`src/rtl/dnn_argmax_fix.sv`:
```
// ----------------------------------------------------------------------------
// dnn_argmax_fix
//   Classification stage behind the fixed-point DNN core. On a start pulse
//   (tied to the core's done) the NUM_CLASSES signed scores are snapshotted.
//   They are then scanned one compare per cycle to find the winning class.
//   The winning index and score are presented on a valid/ready handshake.
//
//   Optional feature (compile-time macro DNN_ARGMAX_MARGIN_EN):
//     defined   - second-best score is tracked; margin = best - second.
//     undefined - no second-best logic; margin is tied to 0.
//   Latency is the same in both builds.
//
// Ports
//   clk           in   rising-edge clock
//   rst           in   asynchronous reset, active-low
//   clear         in   synchronous soft clear, active-high (beats start)
//   start         in   1-cycle pulse, accepted only in IDLE
//   scores        in   NUM_CLASSES x DATA_WIDTH signed scores
//   busy          out  high whenever the FSM is not IDLE
//   result_valid  out  result presented (HOLD), outputs stable while high
//   result_ready  in   consumer accepts the result
//   digit         out  index of the maximum score (lowest index on ties)
//   max_score     out  signed winning score
//   margin        out  unsigned best-minus-second (0 when feature is off)
//   start_dropped out  1-cycle pulse: a start arrived outside IDLE
//
// Timing: start sampled at edge E0; SCAN compares indices 1..NUM_CLASSES-1
// on edges E1..E(N-1); edge E(N) commits the result registers, so
// result_valid is high after edge E0+NUM_CLASSES.
// ----------------------------------------------------------------------------
module dnn_argmax_fix #(
  parameter int DATA_WIDTH  = 6,
  parameter int NUM_CLASSES = 10,
  parameter int IDX_WIDTH   = 4
) (
  input  logic                                  clk,
  input  logic                                  rst,
  input  logic                                  clear,
  input  logic                                  start,
  input  logic [NUM_CLASSES-1:0][DATA_WIDTH-1:0] scores,
  output logic                                  busy,
  output logic                                  result_valid,
  input  logic                                  result_ready,
  output logic [IDX_WIDTH-1:0]                  digit,
  output logic [DATA_WIDTH-1:0]                 max_score,
  output logic [DATA_WIDTH:0]                   margin,
  output logic                                  start_dropped
);

  typedef enum logic [1:0] {IDLE, SCAN, HOLD} state_t;

  // Counter must reach NUM_CLASSES, which is the commit step.
  localparam int              CNT_W = $clog2(NUM_CLASSES + 1);
  localparam logic [CNT_W-1:0] LAST = CNT_W'(NUM_CLASSES);

  state_t state_q, state_d;

  logic signed [DATA_WIDTH-1:0] snap [NUM_CLASSES];
  logic signed [DATA_WIDTH-1:0] best_q;
  logic signed [DATA_WIDTH-1:0] cur;
  logic [IDX_WIDTH-1:0]         best_idx_q;
  logic [CNT_W-1:0]             cnt_q;
  logic                         take_new;
  logic                         commit;

  // --------------------------------------------------------------------------
  // FSM: state register
  // --------------------------------------------------------------------------
  // NOTE: sequential state is written with non-blocking assignments so every
  // flop samples pre-edge values; blocking here would create order-dependent
  // simulation and mismatch synthesis.
  always_ff @(posedge clk or negedge rst) begin
    if (!rst) state_q <= IDLE;
    else      state_q <= state_d;
  end

  // --------------------------------------------------------------------------
  // FSM: next-state logic
  // --------------------------------------------------------------------------
  // NOTE: state_d gets a default before the case so no path leaves it
  // unassigned, which would otherwise infer a latch.
  always_comb begin
    state_d = state_q;
    if (clear) begin
      state_d = IDLE;
    end else begin
      unique case (state_q)
        IDLE: if (start)        state_d = SCAN;
        SCAN: if (commit)       state_d = HOLD;
        HOLD: if (result_ready) state_d = IDLE;
        default:                state_d = IDLE;
      endcase
    end
  end

  // --------------------------------------------------------------------------
  // FSM: outputs
  // --------------------------------------------------------------------------
  always_comb begin
    busy         = (state_q != IDLE);
    result_valid = (state_q == HOLD);
  end

  // --------------------------------------------------------------------------
  // Scan datapath
  // --------------------------------------------------------------------------
  assign commit = (state_q == SCAN) && (cnt_q == LAST);

  // Element under comparison this cycle. Explicit compare-mux keeps the
  // index width independent of the counter width.
  always_comb begin
    cur = snap[0];
    for (int k = 1; k < NUM_CLASSES; k++) begin
      if (cnt_q == CNT_W'(k)) cur = snap[k];
    end
  end

  // Strict compare: a tie never displaces the earlier (lower) index.
  assign take_new = (cur > best_q);

  // NOTE: the snapshot array is reset and cleared explicitly because its
  // zero state is architecturally visible; a plain storage memory would not
  // carry a reset.
  always_ff @(posedge clk or negedge rst) begin
    if (!rst) begin
      for (int k = 0; k < NUM_CLASSES; k++) snap[k] <= '0;
      best_q        <= '0;
      best_idx_q    <= '0;
      cnt_q         <= '0;
      digit         <= '0;
      max_score     <= '0;
      start_dropped <= 1'b0;
    end else if (clear) begin
      for (int k = 0; k < NUM_CLASSES; k++) snap[k] <= '0;
      best_q        <= '0;
      best_idx_q    <= '0;
      cnt_q         <= '0;
      digit         <= '0;
      max_score     <= '0;
      start_dropped <= 1'b0;
    end else begin
      start_dropped <= start && (state_q != IDLE);
      unique case (state_q)
        IDLE: begin
          if (start) begin
            for (int k = 0; k < NUM_CLASSES; k++) snap[k] <= scores[k];
            best_q     <= scores[0];
            best_idx_q <= '0;
            cnt_q      <= CNT_W'(1);
          end
        end
        SCAN: begin
          if (commit) begin
            digit     <= best_idx_q;
            max_score <= best_q;
          end else begin
            if (take_new) begin
              best_q     <= cur;
              best_idx_q <= IDX_WIDTH'(cnt_q);
            end
            cnt_q <= cnt_q + CNT_W'(1);
          end
        end
        default: ;
      endcase
    end
  end

  // --------------------------------------------------------------------------
  // Optional second-best / margin tracking
  // --------------------------------------------------------------------------
`ifdef DNN_ARGMAX_MARGIN_EN
  localparam logic signed [DATA_WIDTH-1:0] MOST_NEG = {1'b1, {(DATA_WIDTH-1){1'b0}}};

  logic signed [DATA_WIDTH-1:0] second_q;
  logic [DATA_WIDTH:0]          diff;

  // best >= second always holds, so the widened difference is non-negative.
  assign diff = {best_q[DATA_WIDTH-1], best_q} - {second_q[DATA_WIDTH-1], second_q};

  always_ff @(posedge clk or negedge rst) begin
    if (!rst) begin
      second_q <= '0;
      margin   <= '0;
    end else if (clear) begin
      second_q <= '0;
      margin   <= '0;
    end else begin
      unique case (state_q)
        IDLE: if (start) second_q <= MOST_NEG;
        SCAN: begin
          if (commit)              margin   <= diff;
          else if (take_new)       second_q <= best_q;  // old best demoted
          else if (cur > second_q) second_q <= cur;     // includes ties with best
        end
        default: ;
      endcase
    end
  end
`else
  assign margin = '0;
`endif

endmodule
```
`config.mk`:
```
export PLATFORM = sky130hd
export DESIGN_NAME = dnn_argmax_fix
export DESIGN_NICKNAME = d
export VERILOG_FILES = /design/src/rtl/dnn_argmax_fix.sv
export SDC_FILE = /design/constraint.sdc
export NUM_CORES = 1
export LEC_CHECK = 0
export CAP_MARGIN = 10
export CORE_MARGIN = 2
export CORE_UTILIZATION = 57
export CTS_BUF_LIST = sky130_fd_sc_hd__clkbuf_8 sky130_fd_sc_hd__clkbuf_16
export CTS_CLUSTER_DIAMETER = 60
export CTS_CLUSTER_SIZE = 20
export DETAILED_ROUTE_END_ITERATION = 12
export PLACE_DENSITY_LB_ADDON = 0.12
export REMOVE_ABC_BUFFERS = 1
export SLEW_MARGIN = 25
export SYNTH_ARGS = -nofsm -noshare
export SYNTH_HDL_FRONTEND = slang
export SYNTH_SLANG_ARGS = --single-unit
```
`constraint.sdc`:
```
create_clock -name clk -period 6.6 [get_ports clk]
set_input_delay 1.32 -clock clk [delete_from_list [all_inputs] [get_ports clk]]
set_output_delay 1.32 -clock clk [all_outputs]
set_load 0.01 [all_outputs]
```
* Word-level counts from Yosys, hierarchy flattened
Cells that the tools add are included.
** Storage, ports and cells
- Output and inout bits :: 20
- Flip-flop bits (word level) :: 87
- Logic and storage cells :: 88
** Operators by class
- Equality and inequality tests :: 17
- Magnitude comparators :: 1
- Mux-type cells :: 38
- Reductions and logical operators :: 14
- $add $sub $neg :: 1
** Operator list (count)
- $mux 60 :: 3
- $mux 6 :: 16
- $mux 4 :: 10
- $eq 4x3->1 const B :: 4
- $pmux 4 s2 :: 2
- $eq 4x4->1 const B :: 3
- $ne 3x3->1 const B :: 4
- $pmux 6 s2 :: 1
- $reduce_bool 2->1 :: 5
- $eq 4x2->1 const B :: 2
- $mux 2 :: 4
- $gt 6x6->1 :: 1
- $pmux 2 s3 :: 1
- $reduce_and 3->1 :: 2
- $add 4x1->4 const B :: 1
- $eq 4x1->1 const B :: 1
- $reduce_and 2->1 :: 2
- $reduce_and 4->1 :: 1
- $ne 3x2->1 const B :: 1
- $reduce_bool 3->1 :: 1
- $eq 2x1->1 const B :: 1
- $eq 2x2->1 const B :: 1
- $logic_and 1x1->1 :: 2
- $logic_not 2->1 :: 1
- $mux 1 :: 1

* Logic depth before layout (Yosys ltp)
Gate-level depths: netlist of run 1.
- Word-level depth :: 15
- Depth in mapped cells :: 15
- Gate-level depth less buffers :: 13

* Worst setup path before layout of run 1
OpenSTA, ideal clock, no wires.
- Kind :: reg-to-reg
- From :: reg cnt_q[0]
- To :: reg best_idx_q[0]
- Cell stages (with the launch flop) :: 15
- Setup slack :: 3.354 ns
- Path buffers :: 1
- Setup time :: 0.125 ns
- Arrival :: 3.121 ns
- Cells stage by stage :: dfrtp_1 inv_1 ha_1 buf_4 and2_1 a21oi_1 o31ai_1 nor2_1 a221oi_1 ha_1 a21o_1 a211o_1 o21a_2 o21ai_4 mux2_4
** On the way
- Word-level cells in the longest chain between the ends :: 13
- Elaborated cells on any way between the ends :: 28
- Classes of those cells :: order compare: 1; eq/ne: 12; mux: 13; reduce/logical: 2
** RTL lines
- from (decl) :: line 62 : logic [CNT_W-1:0] cnt_q;
- from (signal assigned) :: line 161 : cnt_q <= cnt_q + CNT_W'(1);
- $eq 4x1->1 :: line 114 : if (cnt_q == CNT_W'(k)) cur = snap[k];
- $mux 6 (9 in a row) :: line 114
- $gt 6x6->1 :: line 119 : assign take_new = (cur > best_q);
- $ne 3x3->1 (no source line)
- $reduce_and 4->1 (no source line)
- to (signal assigned) :: line 159 : best_idx_q <= IDX_WIDTH'(cnt_q);
- to (decl) :: line 61 : logic [IDX_WIDTH-1:0] best_idx_q;
Several ways; a longest one is shown, not always the timed one. The select of a mux whose other input is x is not followed.
A chain may end at the register's enable or synchronous reset.

* Worst setup path after layout of run 1
- From :: reg cnt_q[1]
- To :: reg best_idx_q[1]
The elaborated chain is that of the path after synthesis.

==> results.txt, run 1 <==
Rel. slew slack: 0.385
Die Wd: 93.7 µm
Initial antenna violation count: 0
WL per Instance: 19.2 µm
Worst setup EP type: flop
Critical path buffer and inverter count: 2
Design Power: 1260 µW
Hold crit path type: flop to flop
# diodes: 0
Fin crit share: 0.647
Worst slew pin tran: 922 ps
Routed WL: 11,500 µm
Post-CTS Setup Bufs: 0
CTS buffer count: 9
Gr ovfl total: 0
Startpoint Class: flop
Fillers: 583
Core area: 7770 µm²
Count of cell types in the netlist: 67
Ports: 85
FP Rows: 32
Gr usage total: 0.280
R2R depth: 13
Routed vias/inst: 6.32
Port Buffers: 77
Final setup vio count: 0
DR vias: 3,783
Clock Sinks: 87
# hold bufs at CTS: 0
Final hold violation count: 0
Worst path depth: 13
Largest net degree at the start of global routing: 88
Total die area: 8770 µm²
Root Buffer: clkbuf_8
Aggregate negative setup slack: 0 ps
Cell Chain, Critical Path: inv_1 -> ha_1 -> clkinv_1 -> a21oi_1 -> o31ai_1 -> nor2_1 -> a221oi_1 -> ha_1 -> a21o_1 -> a211o_1 -> o21a_2 -> o21ai_4 -> mux2_4
DRC: 0
Crit path max-delay cell type: ha_1
Die Y: 93.7 µm
Area of the multi-input gates: 2150 µm²
Status: complete, no violations
Mapped Cells: 433
Final HPWL DP: 8310 µm
Seq/Total Area, Yosys: 0.475
RSZ-0062 raised after global routing: no
Drt first pass iters: 5
Final setup skew: 6.07 ps
Crit path DAT: 4520 ps
CTS tree: built
PD cells: 227 nW/µm²
Mapped cell area: 4580 µm²
Routability cong.: 0.929
Critical register-to-register path startpoint: cnt_q[1]
Required @ worst endpoint: 6850 ps
Worst Path Max Fanout: 26
Initial Util: 0.590
Synthesized area per cell: 10.6 µm²
First-pass GRT wire length: 19,100 µm
Layout area overhead: 21.2%
Most frequent CP cell: ha_1
VDD IR max: 137 µV
Nets: 567
Hold_sp: best_idx_q[3]
Number of synthesis warnings: 0
Post-cts resize count: 0
#FFs+latches synth: 87
Pleak: 0.00243 µW
Max cap viols: 0
EDFF count, synth: 0
FF-to-FF End: best_idx_q[1]
Async set or reset register ratio after synthesis: 1.00
Worst Setup SP: cnt_q[1]
Slew Viols, Final: 0
Top delay family on crit path: compound AO/OA/AOI/OAI gates
Register area: 2180 µm²
Vias in the first global route: 3,738
Synth top area cells: dfrtp_1, a22o_1, buf_4, ha_1, nand2b_1
Worst Setup EP: best_idx_q[1]
Clk Latency, worst-skew pair: 360 ps
Max stage delay on crit path: 780 ps
CTS clk-pin slew, worst paths: 80 ps
Most numerous cell in the Yosys netlist: dfrtp_1
Detail Route Antenna Nets: 0
Area share of the largest cell type after synthesis: 0.475
H-tree depth: 3
Fmax: 234 MHz
Worst setup path class: flop to flop
Dominant synthesized flop cell: dfrtp_1
Layout cell share with drive strength beyond 1: 0.0825
Clk buf depth: 2
Area leader, netlist: dfrtp_1
Crit path time final: 4270 ps
R2R setup slack: 2330 ps
Commonest cells in the netlist: dfrtp_1, a22o_1, nor2_1
First DRT Iteration DRCs: 231
## per-layer routing
metal  share of wire  GRT usage  vias up  wire, µm
met3           0.052     0.0329       11       597
met4           0.013     0.0700        0       146
met5               0          0        -         0
li1                -          -     1734         -
met1            0.46      0.403     1884      5340
met2            0.47      0.459      154      5440
## registers in the layout, summed over array words and instances (netlist names)
register       count
best_idx_q         4
best_q             6
cnt_q              4
digit              4
max_score          6
snap              60
start_dropped      1
state_q            2
## final cells by class
type / instances / share of cell area
timing repair buffer: 79 / 0.146
clock inverter: 6 / 0.0153
inverter: 16 / 0.0108
sequential: 87 / 0.392
tap: 102 / 0.0230
clock buffer: 10 / 0.0248
multi-input combinational: 299 / 0.388
## kinds of logic (layout without fill, tap and decap cells)
logic type,count (synthesis),count (layout),share of synthesized area
buffers and inverters,53,111,0.0609
flip-flops,87,87,0.475
adder cells (fa/ha/maj),10,10,0.0273
AO/OA/AOI/OAI,171,171,0.291
other,1,7,0.000818
AND/OR/NAND/NOR,105,105,0.130
multiplexers,4,4,0.0109
XOR/XNOR,2,2,0.00382
## cells in the final DEF (no fill, tap or decap), types with 2 or more instances in the layout
cell type        Yosys  final
o21ba_2              2      2
o21ai_1              5      5
and3_1               2      2
clkbuf_8             0     10
nor2b_1              9      9
mux2_4               2      2
nor3_2               3      3
nor2_1              22     22
o31ai_1              6      6
a211oi_1             4      4
mux2i_1              2      2
a2bb2oi_1            2      2
nand4_1              2      2
dfrtp_1             87     87
nand2b_1            16     16
nor3_1               6      6
nand3_1              6      6
o22a_1               6      6
nor2_4               2      3
bufinv_16            0      2
buf_12               0      2
o21ai_0             10     10
a31oi_1             10     10
a21oi_1             19     19
clkdlybuf4s50_1      0     76
a221oi_1            10     10
o21ai_2              2      2
or2_1                2      2
o221ai_1             2      2
or3b_1               3      3
o21ba_1              2      2
nand2_1             20     20
conb_1               1      7
a22o_1              64     64
and2_1               3      3
o22ai_1             10     10
ha_1                10     10
o21bai_1             2      2
inv_1               14     15
## how the worst min path moves through the flow
stage                               to  cells past startpoint  slack, ps
after floorplan               snap[31]                      1        460
after global placement        digit[2]                      1        480
after detailed placement      digit[3]                      1        490
after CTS                     digit[2]                      1        510
after global routing      max_score[3]                      1        530
final                         digit[3]                      1        500
## worst reg2reg max path: stages (launching register included)
cell	delay (ps)
dfrtp_1	420
inv_1	130
ha_1	780
clkinv_1	550
a21oi_1	320
o31ai_1	130
nor2_1	150
a221oi_1	70
ha_1	330
a21o_1	160
a211o_1	320
o21a_2	240
o21ai_4	220
mux2_4	330
## metrics by stage
step | setup WS (ps) | cells | cell area (µm²) | util | hold slack (ps)
2_1_floorplan | 3150 | 402 | 4390 | - | 464
3_3_place_gp | 2620 | 581 | 5290 | 0.681 | 477
3_5_place_dp | 2440 | 583 | 5330 | 0.686 | 486
4_1_cts | 2410 | 599 | 5550 | 0.715 | 510
5_1_grt | 2040 | 599 | 5550 | 0.715 | 525
6_report | 2330 | 599 | 5550 | 0.715 | 504
## where the power goes
part,switching [µW],internal [µW],leakage (µW)
clock,191,222,0.000114
sequential,22.3,561,0.00118
combinational,146,121,0.00114
(Power assumes the default switching activity.)
==> inputs of run 2 (changes only) <==
Settings changed: CORE_UTILIZATION 57 to 53.
Clock period 6.6 ns to 4.2 ns, I/O delays scaled along.
==> results.txt, run 2 (same netlist as run 1, synthesis figures left out) <==
PD cells: 347 nW/µm² (+53%)
First-pass GRT wire length: 18,800 µm (-1.6%)
Final hold violation count: 0 (unchanged)
Most frequent cells in the layout: dfrtp_1, clkdlybuf4s50_1, a22o_1
Routability cong.: 0.956 (+2.9%)
Port Buffers: 77 (unchanged)
Aggregate negative setup slack: 0 ps (unchanged)
# hold bufs at CTS: 0 (unchanged)
Detail Route Antenna Nets: 0 (unchanged)
Crit path DAT: 3830 ps (-690 ps)
Ports: 85 (unchanged)
Largest reg by FF count: snap
DRC: 0 (unchanged)
Final setup vio count: 0 (unchanged)
Met1 usage: 0.346 (-0.0570)
Layout cell share with drive strength beyond 1: 0.0990 (+0.0165)
Initial antenna violation count: 0 (unchanged)
Hold crit path type: input port to asynchronous set/reset pin
Final HPWL DP: 8230 µm (-0.87%)
Worst slew pin tran: 779 ps (-143 ps)
Startpoint Class: flop
Commonest non-fill, non-tap cell in the layout: dfrtp_1
Clk Latency, worst-skew pair: 360 ps (about the same)
Die Wd: 97.0 µm (+3.5%)
First DRT Iteration DRCs: 236 (+2.2%)
Die Y: 97.0 µm (+3.5%)
Gr usage total: 0.245 (-0.0357)
CTS buffer count: 9 (unchanged)
Crit path time final: 3570 ps (-695 ps)
Met3 Resource Use GR: 0.0347 (+0.00178)
Nets: 575 (+1.4%)
Max cap viols: 0 (unchanged)
Clock Sinks: 87 (unchanged)
Final setup skew: 13.5 ps (+7.41 ps)
Vias in the first global route: 3,650 (-2.4%)
H-tree depth: 3 (unchanged)
Post-CTS Setup Bufs: 0 (unchanged)
Largest regs: snap (60), best_q (6), max_score (6)
VDD IR max: 223 µV (+62%)
Worst setup EP type: flop
Gr ovfl total: 0 (unchanged)
Largest net degree at the start of global routing: 55 (-38%)
RSZ-0062 raised after global routing: no
FP Rows: 33 (+3.1%)
Worst setup path class: flop to flop
DR vias: 3,727 (-1.5%)
M2 GR Usage: 0.393 (-0.0660)
Slew Viols, Final: 0 (unchanged)
Total die area: 9410 µm² (+7.2%)
Core area: 8300 µm² (+6.8%)
Hold WS: 448 ps (-55.8 ps)
Post-cts resize count: 0 (unchanged)
Clk buf depth: 2 (unchanged)
CTS clk-pin slew, worst paths: 90 ps (about the same)
Max FFs per register: 60 (unchanged)
Worst Setup SP: cnt_q[0]
Routed WL: 11,200 µm (-2.8%)
Initial Util: 0.552 (-0.0378)
Status: complete, no violations
Routed vias/inst: 6.11 (-3.3%)
Critical register-to-register path startpoint: cnt_q[0]
Drt first pass iters: 5 (unchanged)
CTS tree: built
Fmax: 280 MHz (+19%)
Worst Path Max Fanout: 12 (-54%)
Busiest grt layer: met2
Required @ worst endpoint: 4450 ps (-2400 ps)
Fin crit share: 0.851 (+0.204)
Pleak: 0.00245 µW (+0.81%)
# diodes: 0 (unchanged)
Root Buffer: clkbuf_8
Fillers: 652 (+12%)
Rel. slew slack: 0.479 (+0.0939)
WL per Instance: 18.4 µm (-4.5%)
Layout area overhead: 21.9%
-- run 2: cell types whose count changed in the layout (fill, tap and decap cells not counted), moves of 2 or more --
| cell | previous run | this run |
|---|---|---|
| clkinvlp_4 | 1 | 3 |
| buf_12 | 2 | 0 |
| buf_4 | 0 | 10 |
| inv_6 | 0 | 3 |
-- run 2: layout make-up --
type	instances	area, µm²	area share
clock buffers	9	124	0.0222
multi-input cells	299	2150	0.385
well taps	105	131	0.0235
flip-flops and latches	87	2180	0.390
repair buffers	87	863	0.154
inverters	16	60.1	0.0107
clock inverters	7	78.8	0.0141
-- run 2: path summary, 6_finish.rpt --
check,to,slack (ps),cells after the start
setup / recovery,best_idx_q[1],630,14
hold / removal,digit[0],450,1
setup reg to reg,best_idx_q[1],630,14
hold reg to reg,digit[2],510,1
max in group asynchronous,snap[25],3140,2
min in group clk,digit[2],510,1
-- run 2: worst max-delay path, stage by stage, from the launching register on --
cell and delay, ps:
dfrtp_1 430, inv_1 120, ha_1 360, buf_4 250
or3b_2 470, a31oi_1 170, nor3_1 90, nor2_1 100
a221oi_1 60, ha_1 320, nor2b_1 140, o21a_1 190
o21a_2 250, o21ai_4 220, mux2_4 320
-- run 2: stage by stage --
stage	total power (µW)	worst slack, ps	cells	util	cell area, µm²
after floorplan	1180	749	402	-	4390
after global placement	1330	768	593	0.646	5360
after detailed placement	1350	681	594	0.649	5390
after CTS	1940	665	610	0.673	5590
after global routing	2020	388	610	0.673	5590
final	1940	625	610	0.673	5590
-- run 2: where the power goes --
group | internal (µW) | switching (µW) | total, µW
registers | 881 | 36.7 | 918
logic | 195 | 224 | 419
clock network | 281 | 321 | 602
total | 1360 | 582 | 1940
-- run 2: metal layers --
layer	vias up	share of wire	wire, µm
met2	143	0.47	5230
met3	17	0.051	574
met5	-	0	0
li1	1748	-	-
met4	0	0.015	164
met1	1819	0.47	5230
